## config.mk

```make
export PLATFORM = sky130hd
export DESIGN_NAME = adder_gpio_ctrl
export DESIGN_NICKNAME = d
export VERILOG_FILES = /design/src/rtl/adder_gpio_ctrl.sv
export SDC_FILE = /design/constraint.sdc
export NUM_CORES = 1
export LEC_CHECK = 0
export CAP_MARGIN = 20
export CORE_ASPECT_RATIO = 0.9
export CORE_MARGIN = 3
export CORE_UTILIZATION = 41
export DETAILED_ROUTE_END_ITERATION = 8
export GPL_TIMING_DRIVEN = 0
export PLACE_DENSITY = 0.83
export SETUP_SLACK_MARGIN = 0.15
export SLEW_MARGIN = 10
export SYNTH_ARGS = -nofsm -noshare
export SYNTH_HDL_FRONTEND = slang
export SYNTH_SLANG_ARGS = --single-unit
```

## constraint.sdc

```tcl
create_clock -name clk -period 2 [get_ports clk]
set_clock_uncertainty 0.15 [all_clocks]
set_input_delay 0.5 -clock clk [delete_from_list [all_inputs] [get_ports clk]]
set_output_delay 0.5 -clock clk [all_outputs]
set_load 0.03 [all_outputs]
```

## src/rtl/adder_gpio_ctrl.sv

```systemverilog
// -----------------------------------------------------------------------------
// adder_gpio_ctrl
//
// Control stage that wraps the purely combinational signed Adder with a
// toggle handshake for software driving AXI-GPIO. A level change on
// gpio_req_tgl requests one addition. The operands are captured onto
// in_0/in_1. The Adder output is given one cycle to settle and is then
// sampled into gpio_result, and gpio_ack_tgl flips to report completion.
//
// Ports
//   clk           in   1       single clock for all logic
//   rst_n         in   1       asynchronous active-low reset
//   gpio_op_a     in   DATA_W  operand A from GPIO channel 1
//   gpio_op_b     in   DATA_W  operand B from GPIO channel 2
//   gpio_req_tgl  in   1       request; every level change = one operation
//   in_0          out  DATA_W  registered operand A to Adder
//   in_1          out  DATA_W  registered operand B to Adder
//   adder_out     in   DATA_W  combinational sum from Adder
//   gpio_result   out  DATA_W  registered result to GPIO
//   gpio_ack_tgl  out  1       toggles once per completed operation
//   gpio_busy     out  1       high from accept to completion
//   gpio_ovf      out  1       signed overflow of last operation
//   gpio_count    out  CNT_W   completed operations, wraps modulo 2^CNT_W
//
// Build option
//   ADDER_SAT_EN  defined: an overflowing result saturates to the most
//                 positive or most negative value. Undefined (default): the
//                 result wraps as two's complement. gpio_ovf is set either way.
// -----------------------------------------------------------------------------
module adder_gpio_ctrl #(
    parameter int DATA_W      = 32,
    parameter int SYNC_STAGES = 2,
    parameter int CNT_W       = 8
) (
    input  logic              clk,
    input  logic              rst_n,
    input  logic [DATA_W-1:0] gpio_op_a,
    input  logic [DATA_W-1:0] gpio_op_b,
    input  logic              gpio_req_tgl,
    output logic [DATA_W-1:0] in_0,
    output logic [DATA_W-1:0] in_1,
    input  logic [DATA_W-1:0] adder_out,
    output logic [DATA_W-1:0] gpio_result,
    output logic              gpio_ack_tgl,
    output logic              gpio_busy,
    output logic              gpio_ovf,
    output logic [CNT_W-1:0]  gpio_count
);

    typedef enum logic [1:0] {
        IDLE    = 2'd0,
        ADD     = 2'd1,
        CAPTURE = 2'd2
    } state_t;

    state_t                 state;
    state_t                 state_nxt;
    logic [SYNC_STAGES-1:0] req_sync_q;
    logic                   req_sync;
    logic                   req_seen;
    logic                   req_pend;
    logic                   ovf;
    logic [DATA_W-1:0]      result_nxt;

    // gpio_req_tgl comes from another clock domain, so it passes through a
    // flop chain before it is compared.
    // NOTE: sequential state uses non-blocking assignments only, so every flop
    // samples the pre-edge values and simulation order cannot change the result.
    always_ff @(posedge clk or negedge rst_n) begin
        if (!rst_n) begin
            req_sync_q <= '0;
        end else begin
            req_sync_q <= {req_sync_q[SYNC_STAGES-2:0], gpio_req_tgl};
        end
    end

    assign req_sync = req_sync_q[SYNC_STAGES-1];

    // The pending flag holds one request only. A toggle that arrives while
    // busy is served on return to IDLE. Two toggles while busy cancel out.
    assign req_pend = (req_sync != req_seen);

    // Overflow is computed from the registered operands, which are the values
    // the Adder actually sees.
    assign ovf = (in_0[DATA_W-1] == in_1[DATA_W-1]) &&
                 (adder_out[DATA_W-1] != in_0[DATA_W-1]);

`ifdef ADDER_SAT_EN
    always_comb begin
        result_nxt = adder_out;
        if (ovf) begin
            result_nxt = in_0[DATA_W-1] ? {1'b1, {(DATA_W-1){1'b0}}}
                                        : {1'b0, {(DATA_W-1){1'b1}}};
        end
    end
`else
    assign result_nxt = adder_out;
`endif

    always_ff @(posedge clk or negedge rst_n) begin
        if (!rst_n) begin
            state <= IDLE;
        end else begin
            state <= state_nxt;
        end
    end

    // NOTE: state_nxt gets its default before the case statement, so every path
    // assigns it and no latch is inferred.
    always_comb begin
        state_nxt = state;
        case (state)
            IDLE:    if (req_pend) state_nxt = ADD;
            ADD:     state_nxt = CAPTURE;
            CAPTURE: state_nxt = IDLE;
            default: state_nxt = IDLE;
        endcase
    end

    // The operand and status registers are updated by the FSM state. The
    // operands keep their values between operations, so the Adder output
    // stays stable while the block is idle.
    always_ff @(posedge clk or negedge rst_n) begin
        if (!rst_n) begin
            in_0         <= '0;
            in_1         <= '0;
            req_seen     <= 1'b0;
            gpio_result  <= '0;
            gpio_ack_tgl <= 1'b0;
            gpio_busy    <= 1'b0;
            gpio_ovf     <= 1'b0;
            gpio_count   <= '0;
        end else begin
            case (state)
                IDLE: begin
                    if (req_pend) begin
                        in_0      <= gpio_op_a;
                        in_1      <= gpio_op_b;
                        req_seen  <= req_sync;
                        gpio_busy <= 1'b1;
                    end
                end
                CAPTURE: begin
                    gpio_result  <= result_nxt;
                    gpio_ovf     <= ovf;
                    gpio_count   <= gpio_count + CNT_W'(1);
                    gpio_ack_tgl <= ~gpio_ack_tgl;
                    gpio_busy    <= 1'b0;
                end
                default: ;
            endcase
        end
    end

endmodule

```

Yosys cells after proc, flatten, opt, wreduce, memory -nomap -nowiden
Index checks and enable logic that the tools add are counted. Widths: inputs -> output; s select.

Bits in registers: 112. Latch bits: 0. Memory bits (writable): 0. Bits in read-only memories: 0. Bits of input ports: 99. Output and inout bits: 107. Word-level logic and storage cells: 27. Memories kept: 0.

Add/subtract/negate cells: 1. Multiply operators: 0. Div/mod/pow operators: 0. $lt $le $gt $ge: 0. Equality and inequality tests: 6. Shifts and indexed selects: 0. Multiplexer cells: 4. Bitwise logic cells: 1. Reduce and logical (&&, ||, !) cells: 5.

Operator list (number): $add 8x1->8 const B (1); $pmux 2 s2 (1); $reduce_and 2->1 (2); $eq 2x1->1 const B (1); $eq 2x2->1 const B (1); $logic_not 2->1 (1); $mux 2 (1); $ne 1x1->1 (2); $ne 2x2->1 const B (1); $pmux 1 s2 (1); $reduce_bool 2->1 (1); $eq 1x1->1 (1); $logic_and 1x1->1 (1); $mux 1 (1); $not 1->1 (1).

Longest topological paths before layout
Gate-level depths: netlist of run 1.

Word-level depth: 3. Depth in mapped cells: 5. Depth with buffers taken out: 3.

Worst setup path after synthesis of run 1
OpenSTA, ideal clock, no wires.

Path kind: flip-flop to flip-flop. From: reg req_seen. To: reg in_0[0]. Library setup time: 0.125 ns. Arrival: 1.221 ns. Data required time: 1.725 ns. Setup slack: 0.504 ns. Cell stages (with the launch flop): 6. Buffers on the path: 2. Clock period less this slack: 1.496 ns. Cell sequence: dfrtp_1 -> xor2_1 -> nand2_1 -> buf_6 -> buf_6 -> mux2_4.

Longest elaborated chain between the ends: 2.

Ends and longest elaborated chain: from (decl) (line 60) `logic req_seen;`; from (signal assigned) (line 139) `req_seen <= req_sync;`; $ne 1x1->1 (line 81) `assign req_pend = (req_sync != req_seen);`; $reduce_and 2->1 (no source line); to (signal assigned) (line 137) `in_0 <= gpio_op_a;`; to (decl) (line 40) `output logic [DATA_W-1:0] in_0,`.

No other way between the ends. A chain may end at the register's enable or synchronous reset.

Worst setup path in the final report of run 1
From: reg gpio_count[6]. To: out gpio_count[6].

RTL lines: from (decl) (line 47) `output logic [CNT_W-1:0] gpio_count`; from (signal assigned) (line 146) `gpio_count <= gpio_count + CNT_W'(1);`.

No word-level cell between the ends.

==> impl_metrics.toml, run 1 <==
[setup_path]
crit_chain = "dlygate4sd2_1"
critical_path.startpoint_type = "register"
crit_family = "buffers and inverters"
worstSetupEndpointType = "output port"
worst_path_largest_cell_delay_ps = 430
required_ps = 1350
cp.depth = 1
r2r_cells = 3
cp_max_fo = 3
arrival_ps = 1160
worst-path-buf-inv = 1
crit_type = "reg2out"
slowest_stage = "dlygate4sd2_1"

[power_and_ir_drop]
combinationalPowerShare_pct = 53.9
power.switching_mw = 5.16
seqPwrFrac_pct = 31.9
p_int_mw = 7.40
clkPwrFrac_pct = 14.2
switching_share_pct = 41.1
power_mw = 12.6
leakagePower_nw = 3.15
power.density_nw_per_um2 = 1860
ir_drop_uv = 1000

[yosys]
synthTopCellsByArea = "dfrtp_1, mux2_2, mux2_4, buf_6, xnor2_1"
synth-seq-area-share_pct = 64.7
synth_edf_count = 0
synthTopCellsByCount = "dfrtp_1, mux2_2, mux2_4, buf_2, xnor2_1"
yosysWarnings = 0
synthAdderAreaFrac_pct = 0.289
syn_area_per_cell_um2 = 17.3
synth_xor_xnor_area_share_pct = 1.82
synth_top_cell_area_share_pct = 64.7
synth_area_um2 = 4330
ys_async_sr_fraction_pct = 100
yosys.area_share.simple_pct = 1.96
synth_top_family_by_area = "multiplexers"
yosysTopAreaCell = "dfrtp_1"
yosysMostFrequentCell = "dfrtp_1"
syn_nets = 351
syn_inst = 251
synth_ff_type = "dfrtp_1"
synth_compound_area_share_pct = 0.346
ys_seq_elements = 112
synthDistinctLibCells = 18
muxShareOfSynthArea_pct = 28.8

[routing]
wirelength_mm = 10.6
wl_per_cell_um = 17.7
via_count = 2848
drtIter0Drc = 125
viasPerCell = 4.75
drc_errors = 0
final_antenna_net_count = 0
firstDrtPassIters = 4

[min_path]
whs_path_depth = 0
min_path_type = "reg2reg"

[timing]
worst_pin_slew_ps = 554
hold_viol_final = 0
rsz0062_at_grt = "no"
finalCriticalPeriod_ps = 1810
finalMaxSlewViolations = 0
finalSetupViolCount = 0
maxSlewHeadroom_pct = 63.1
fmax_ghz = 0.554
fin_crit_sh_pct = 90.3

[cts]
cts_tree = "done"
root_buffer = "clkbuf_16"
cts_setup_buffers = 0
clk_latency_ps = 330
cts-htree-levels = 3
clk_path_buf_depth = 2
clkTransAtPathRegs_ps = 70
cts.sinks = 112
cts_made_buffers = 9

[global_route]
grt_max_degree = 60
overflow = 0
first_global_vias = 3184
antenna_found_initial = 0
grt_use_total_pct = 18.5
grt_pass1_wl_mm = 17.2

[flow_run]
maxCapViolations = 0

[die]
ios = 206
die_width_um = 114
num_rows = 34
core_um2 = 10000
dieHeight_um = 104
initial_core_util_pct = 43.4
design.die.area_um2 = 11800

[final_layout]
synthToLayoutAreaGrowth_pct = 55.6
utilization_pct = 67.5
finalNonFillerCells = 600
finalNetCount = 569
insertedDiodeCount = 0
fill_cells = 738
design_area_um2 = 6750
drive_above_1_share_pct = 27.2

[placed_design]
dp_hpwl_mm = 8.21
dp.cells = 583
routabilityCongestion = 0.727
port_buffers = 205
place_area_um2 = 6570

[run_status]
status = "complete, no violations"
## worst paths after layout
check | start | end | slack, ps
hold / removal | req_sync_q[0]$_DFF_PN0_ | req_sync_q[1]$_DFF_PN0_ | 210
setup reg to reg | state[1]$_DFFE_PN0P_ | gpio_result[1]$_DFFE_PN0P_ | 330
max in group asynchronous | rst_n | gpio_result[3]$_DFFE_PN0P_ | 500
setup / recovery | gpio_count[6]$_DFFE_PN0P_ | gpio_count[6] | 190
hold reg to reg | req_sync_q[0]$_DFF_PN0_ | req_sync_q[1]$_DFF_PN0_ | 210
min in group asynchronous | rst_n | in_1[8]$_DFFE_PN0P_ | 550
## layout by cell type (no fill, tap or decap), types with 2 or more instances in the layout
cell,instances
dfrtp_1,112
dlygate4sd2_1,101
clkdlybuf4s50_1,97
mux2_2,60
mux2_4,38
clkbuf_16,9
buf_6,6
buf_2,6
xnor2_1,6
nand4_1,4
nor2_1,3
xor2_1,3
nand2_1,3
clkdlybuf4s15_1,3
nor2b_1,2
inv_1,2
a21oi_1,2
clkinv_4,2
clkbuf_2,2
## power by group through the flow
stage	registers [mW]	logic, mW	clock network, mW
2_1_floorplan	6.17	2.51	0
3_3_place_gp	4.02	7.47	0
3_5_place_dp	4.09	7.61	0
4_1_cts	4.02	6.88	1.83
5_1_grt	4.17	7.12	1.94
6_report	4.01	6.77	1.78
## state kept, by name, indices dropped and copies added (netlist names)
signal	cells
gpio_result	32
in_0	32
in_1	32
gpio_count	8
req_sync_q	2
state	2
gpio_ack_tgl	1
gpio_busy	1
gpio_ovf	1
req_seen	1
## routing by layer
layer | wire length, um | global-route usage, % | up-vias
met5 | 0 | 0 | -
met4 | 129 | 5.17 | 0
met3 | 1040 | 7.52 | 10
met2 | 5250 | 30.8 | 133
met1 | 4220 | 22.0 | 1396
li1 | - | - | 1309
## layout make-up
| class | count | area (um^2) | share of cell area (%) |
|---|---|---|---|
| Sequential cell | 112 | 2800 | 41.6 |
| Clock buffer | 10 | 229 | 3.39 |
| Tap cell | 126 | 158 | 2.34 |
| Timing Repair Buffer | 207 | 1960 | 29.0 |
| Multi-Input combinational cell | 126 | 1440 | 21.3 |
| Buffer | 11 | 86.3 | 1.28 |
| Clock inverter | 6 | 68.8 | 1.02 |
| Inverter | 2 | 7.51 | 0.111 |
## metrics by stage
stage	setup slack (ps)	hold WS, ps	setup TNS [ps]
detailed placement	196	201	0
global route	151	218	0
finish	195	205	0
CTS	116	210	0
floorplan	504	54.4	0
global placement	-3780	184	-422540
## cell families after synthesis
group / count (synthesis)
muxes: 98
AOI/OAI and AO/OA: 3
buffers and inverters: 13
and+or+nand+nor: 15
DFF: 112
adders and majority gates: 1
xor gates and xnor gates: 9
## what timing repair did
item	4_1_cts	5_1_grt
gates cloned	0	0
pin swaps	0	0
gates resized for setup	110	6
endpoints found under the setup margin	107	5
hold buffers	1	0
hold endpoints to repair	7	0
Note: power is estimated with default switching activity, not from simulation.
==> run 2: changes to the inputs <==
- GPL_TIMING_DRIVEN: 0 -> default
- clock period: 2 -> 2.05 ns (I/O delays scaled with it)
==> run 2 against run 1 <==
Against the previous run: sequential cell count unchanged; setup slack gained 13 ps; combinational power is 3.2% lower; clock power fell by 4%.
==> impl_metrics.toml, run 2 (synthesized netlist as in run 1, its figures left out) <==
[timing]
fin_ws_ps = 208
fin_crit_sh_pct = 89.9
totalNegativeSetupSlack_ps = 0
rsz0062_at_grt = "no"
maxSlewHeadroom_pct = 77.6
finalCriticalPeriod_ps = 1840
finalSetupViolCount = 0
hold_viol_final = 0
worst_pin_slew_ps = 337
hold_slack_ps = 205
fmax_ghz = 0.543
finalMaxSlewViolations = 0

[final_layout]
fill_cells = 725
synthToLayoutAreaGrowth_pct = 55.4
layout_common_cells = "dfrtp_1, dlygate4sd2_1, clkdlybuf4s50_1, mux2_2, mux2_4"
reg_top3 = "gpio_result x32, in_0 x32, in_1 x32"
utilization_pct = 67.4
finalNetCount = 562
design_area_um2 = 6730
drive_above_1_share_pct = 25.9
final_common_cell = "dfrtp_1"
finalNonFillerCells = 593
insertedDiodeCount = 0

[power_and_ir_drop]
ir_drop_uv = 951
leakagePower_nw = 3.13
power_mw = 12.2
power.density_nw_per_um2 = 1800

[die]
design.die.area_um2 = 11800
dieHeight_um = 104
core_um2 = 10000
ios = 206
initial_core_util_pct = 43.4
num_rows = 34
die_width_um = 114

[cts]
cts_made_buffers = 9
cts_tree = "done"
root_buffer = "clkbuf_16"
cts_setup_buffers = 0
clk_path_buf_depth = 2
cts.sinks = 112
clk_latency_ps = 340
clkTransAtPathRegs_ps = 70
cts-htree-levels = 3

[routing]
drc_errors = 0
final_antenna_net_count = 0
viasPerCell = 4.81
dr_wl_met2_mm = 5.18
via_count = 2853
firstDrtPassIters = 4
wl_met1_mm = 3.95
drtIter0Drc = 88
met3WireLength_mm = 1.04
wl_per_cell_um = 17.3
wirelength_mm = 10.3
highest_layer = "met4"

[global_route]
grt_use_total_pct = 17.7
grt_max_degree = 60
grt_pass1_wl_mm = 16.6
overflow = 0
antenna_found_initial = 0
first_global_vias = 3143

[setup_path]
worst_path_largest_cell_delay_ps = 420
crit_type = "reg2out"
crit_family = "flip-flops"
critical_path.startpoint_type = "register"
worst-r2r-setup-slack_ps = 320
r2r_cells = 4
cp_max_fo = 5
worstSetupEndpointType = "output port"
crit_chain = "dlygate4sd2_1"
slowest_stage = "dfrtp_1"
timing.rr.end = "in_1[22]$_DFFE_PN0P_"
setup.worst_path.start = "gpio_count[4]$_DFFE_PN0P_"
worst-path-buf-inv = 1
arrival_ps = 1180
r2r_start = "state[0]$_DFFE_PN0P_"
required_ps = 1390

[min_path]
whs_path_depth = 0
min_to = "req_sync_q[1]$_DFF_PN0_"
hp-start = "req_sync_q[0]$_DFF_PN0_"
min_path_type = "reg2reg"

[placed_design]
routabilityCongestion = 0.725
dp_slack_ps = 258
dp_hpwl_mm = 7.77
place_area_um2 = 6570
port_buffers = 205
dp.cells = 576

[flow_run]
maxCapViolations = 0

[run_status]
status = "complete, no violations"
-- run 2: metal layers --
metal / GRT usage (%) / up-vias
li1: - / 1305
met1: 20.2 / 1402
met2: 30.4 / 138
met3: 7.41 / 8
met4: 5.00 / 0
met5: 0 / -
-- run 2: worst max path at each step --
| stage | to | slack (ps) | cells after the start |
|---|---|---|---|
| after floorplan | in_0[0]$_DFFE_PN0P_ | 550 | 5 |
| after detailed placement | gpio_count[0] | 260 | 1 |
| final | gpio_count[4] | 210 | 1 |
| after global placement | gpio_count[0] | 270 | 1 |
| after global routing | gpio_count[1] | 170 | 1 |
| after CTS | gpio_count[0] | 160 | 1 |
-- run 2: repair_timing --
action,in CTS,in global routing
pin swaps,0,0
gates resized for setup,107,3
hold buffers,1,0
endpoints found under the hold margin,2,0
setup endpoints to repair,107,2
-- run 2: final cells by class --
type,count,area [um^2],area share [%]
clock buffers,11,233,3.46
clock inverters,5,57.6,0.855
inverters,2,7.51,0.111
multi-input cells,126,1450,21.6
flip-flops and latches,112,2800,41.6
well taps,126,158,2.34
repair buffers,211,2020,30.0
-- run 2: where the power goes --
group | switching [mW] | leakage (nW) | internal (mW)
Clock | 0.754 | 0.132 | 0.947
Sequential | 0.580 | 1.32 | 3.32
Combinational | 3.62 | 1.68 | 2.93
==> run 3: changes to the inputs <==
- PLACE_DENSITY: 0.83 -> 0.78
==> run 3 against run 2 <==
Against the previous run: routed wire length fell by 2.1%; hold slack lost 160 ps; non-clock buffer count down 1; clock power shrank 8%; sequential power barely moved; clock-buffer cell count did not move; combinational power hardly changed; global-route usage shrank 0.46 points; critical path depth is the same; first-iteration DRC count shrank 8.0%; sequential share of layout area rose by 0.28 points; via count shrank 0.77%.
==> impl_metrics.toml, run 3 (synthesized netlist as in run 1, its figures left out) <==
[global_route]
first_global_vias = 3012
antenna_found_initial = 0
grt_max_degree = 77
grt_use_total_pct = 17.3
grt_pass1_wl_mm = 16.2
overflow = 0

[final_layout]
finalNetCount = 561
final_common_cell = "dfrtp_1"
synthToLayoutAreaGrowth_pct = 54.3
layout_common_cells = "dfrtp_1, dlygate4sd2_1, clkdlybuf4s50_1, mux2_2, mux2_4"
ff_latch_area_um2 = 2800
design_area_um2 = 6690
reg_top3 = "gpio_result x32, in_0 x32, in_1 x32"
utilization_pct = 66.9
multi_input_area_um2 = 1450
drive_above_1_share_pct = 25.6
finalNonFillerCells = 591
fill_cells = 771
insertedDiodeCount = 0

[routing]
drc_errors = 0
final_antenna_net_count = 0
drtIter0Drc = 81
via_count = 2831
wirelength_mm = 10.1
wl_per_cell_um = 17.0
firstDrtPassIters = 4
viasPerCell = 4.79

[setup_path]
worstSetupEndpointType = "output port"
crit_type = "reg2out"
worst-r2r-setup-slack_ps = 330
timing.rr.end = "in_1[16]$_DFFE_PN0P_"
required_ps = 1390
r2r_start = "state[0]$_DFFE_PN0P_"
cp_max_fo = 6
crit_chain = "dlygate4sd2_1"
crit_family = "flip-flops"
worst_path_largest_cell_delay_ps = 430
arrival_ps = 1190
slowest_stage = "dfrtp_1"
worst-path-buf-inv = 1
critical_path.startpoint_type = "register"
cp.depth = 1
r2r_cells = 4

[power_and_ir_drop]
power.density_nw_per_um2 = 1800
leakagePower_nw = 3.11
power_mw = 12.0
ir_drop_uv = 852

[timing]
worst_pin_slew_ps = 465
fin_crit_sh_pct = 90.3
finalMaxSlewViolations = 0
finalSetupViolCount = 0
fin_ws_ps = 198
finalCriticalPeriod_ps = 1850
totalNegativeSetupSlack_ps = 0
fmax_ghz = 0.540
hold_slack_ps = 45.1
rsz0062_at_grt = "no"
hold_viol_final = 0
maxSlewHeadroom_pct = 69.0

[placed_design]
dp.cells = 576
port_buffers = 205
dp_hpwl_mm = 7.60
routabilityCongestion = 0.746
dp_slack_ps = 264
place_area_um2 = 6560

[min_path]
min_path_type = "in2async"

[cts]
root_buffer = "clkbuf_16"
cts.sinks = 112
cts-htree-levels = 3
clk_path_buf_depth = 2
cts_setup_buffers = 0
clk_latency_ps = 330
cts_tree = "done"
cts_made_buffers = 9
clkTransAtPathRegs_ps = 70

[die]
num_rows = 34
ios = 206
core_um2 = 10000
dieHeight_um = 104
die_width_um = 114
initial_core_util_pct = 43.4
design.die.area_um2 = 11800

[run_status]
status = "complete, no violations"

[flow_run]
maxCapViolations = 0
-- run 3: timing repair --
action	4_1_cts	5_1_grt
resized for setup	107	1
endpoints found under the setup margin	107	1
hold buffers	0	0
-- run 3: worst max-delay path by stage --
stage | startpoint | to | slack, ps
finish | gpio_count[0]$_DFFE_PN0P_ | gpio_count[0] | 200
global route | gpio_count[1]$_DFFE_PN0P_ | gpio_count[1] | 160
CTS | gpio_count[1]$_DFFE_PN0P_ | gpio_count[1] | 180
detailed placement | gpio_count[0]$_DFFE_PN0P_ | gpio_count[0] | 260
global placement | gpio_count[0]$_DFFE_PN0P_ | gpio_count[0] | 270
floorplan | req_seen$_DFFE_PN0P_ | in_0[0]$_DFFE_PN0P_ | 550
-- run 3: area by class of cell --
type | count | share of cell area (%)
flip-flops and latches | 112 | 41.9
repair buffers | 210 | 30.0
multi-input cells | 126 | 21.7
clock buffers | 11 | 3.48
well taps | 126 | 2.36
clock inverters | 4 | 0.468
inverters | 2 | 0.112
-- run 3: power breakdown --
part           switching, mW  internal, mW  total, mW
clock                  0.744         0.824       1.57
combinational           3.64          2.93       6.57
sequential             0.562          3.32       3.88
total                   4.95          7.07       12.0
-- run 3: routing by layer --
metal / share of wire [%] / global-route usage [%] / wire length, um / up-vias
met4: 0.99 / 3.73 / 100 / 0
li1: - / - / - / 1299
met2: 49 / 28.3 / 4950 / 128
met5: 0 / 0 / 0 / -
met1: 40 / 21.9 / 3990 / 1395
met3: 10 / 6.47 / 1030 / 9
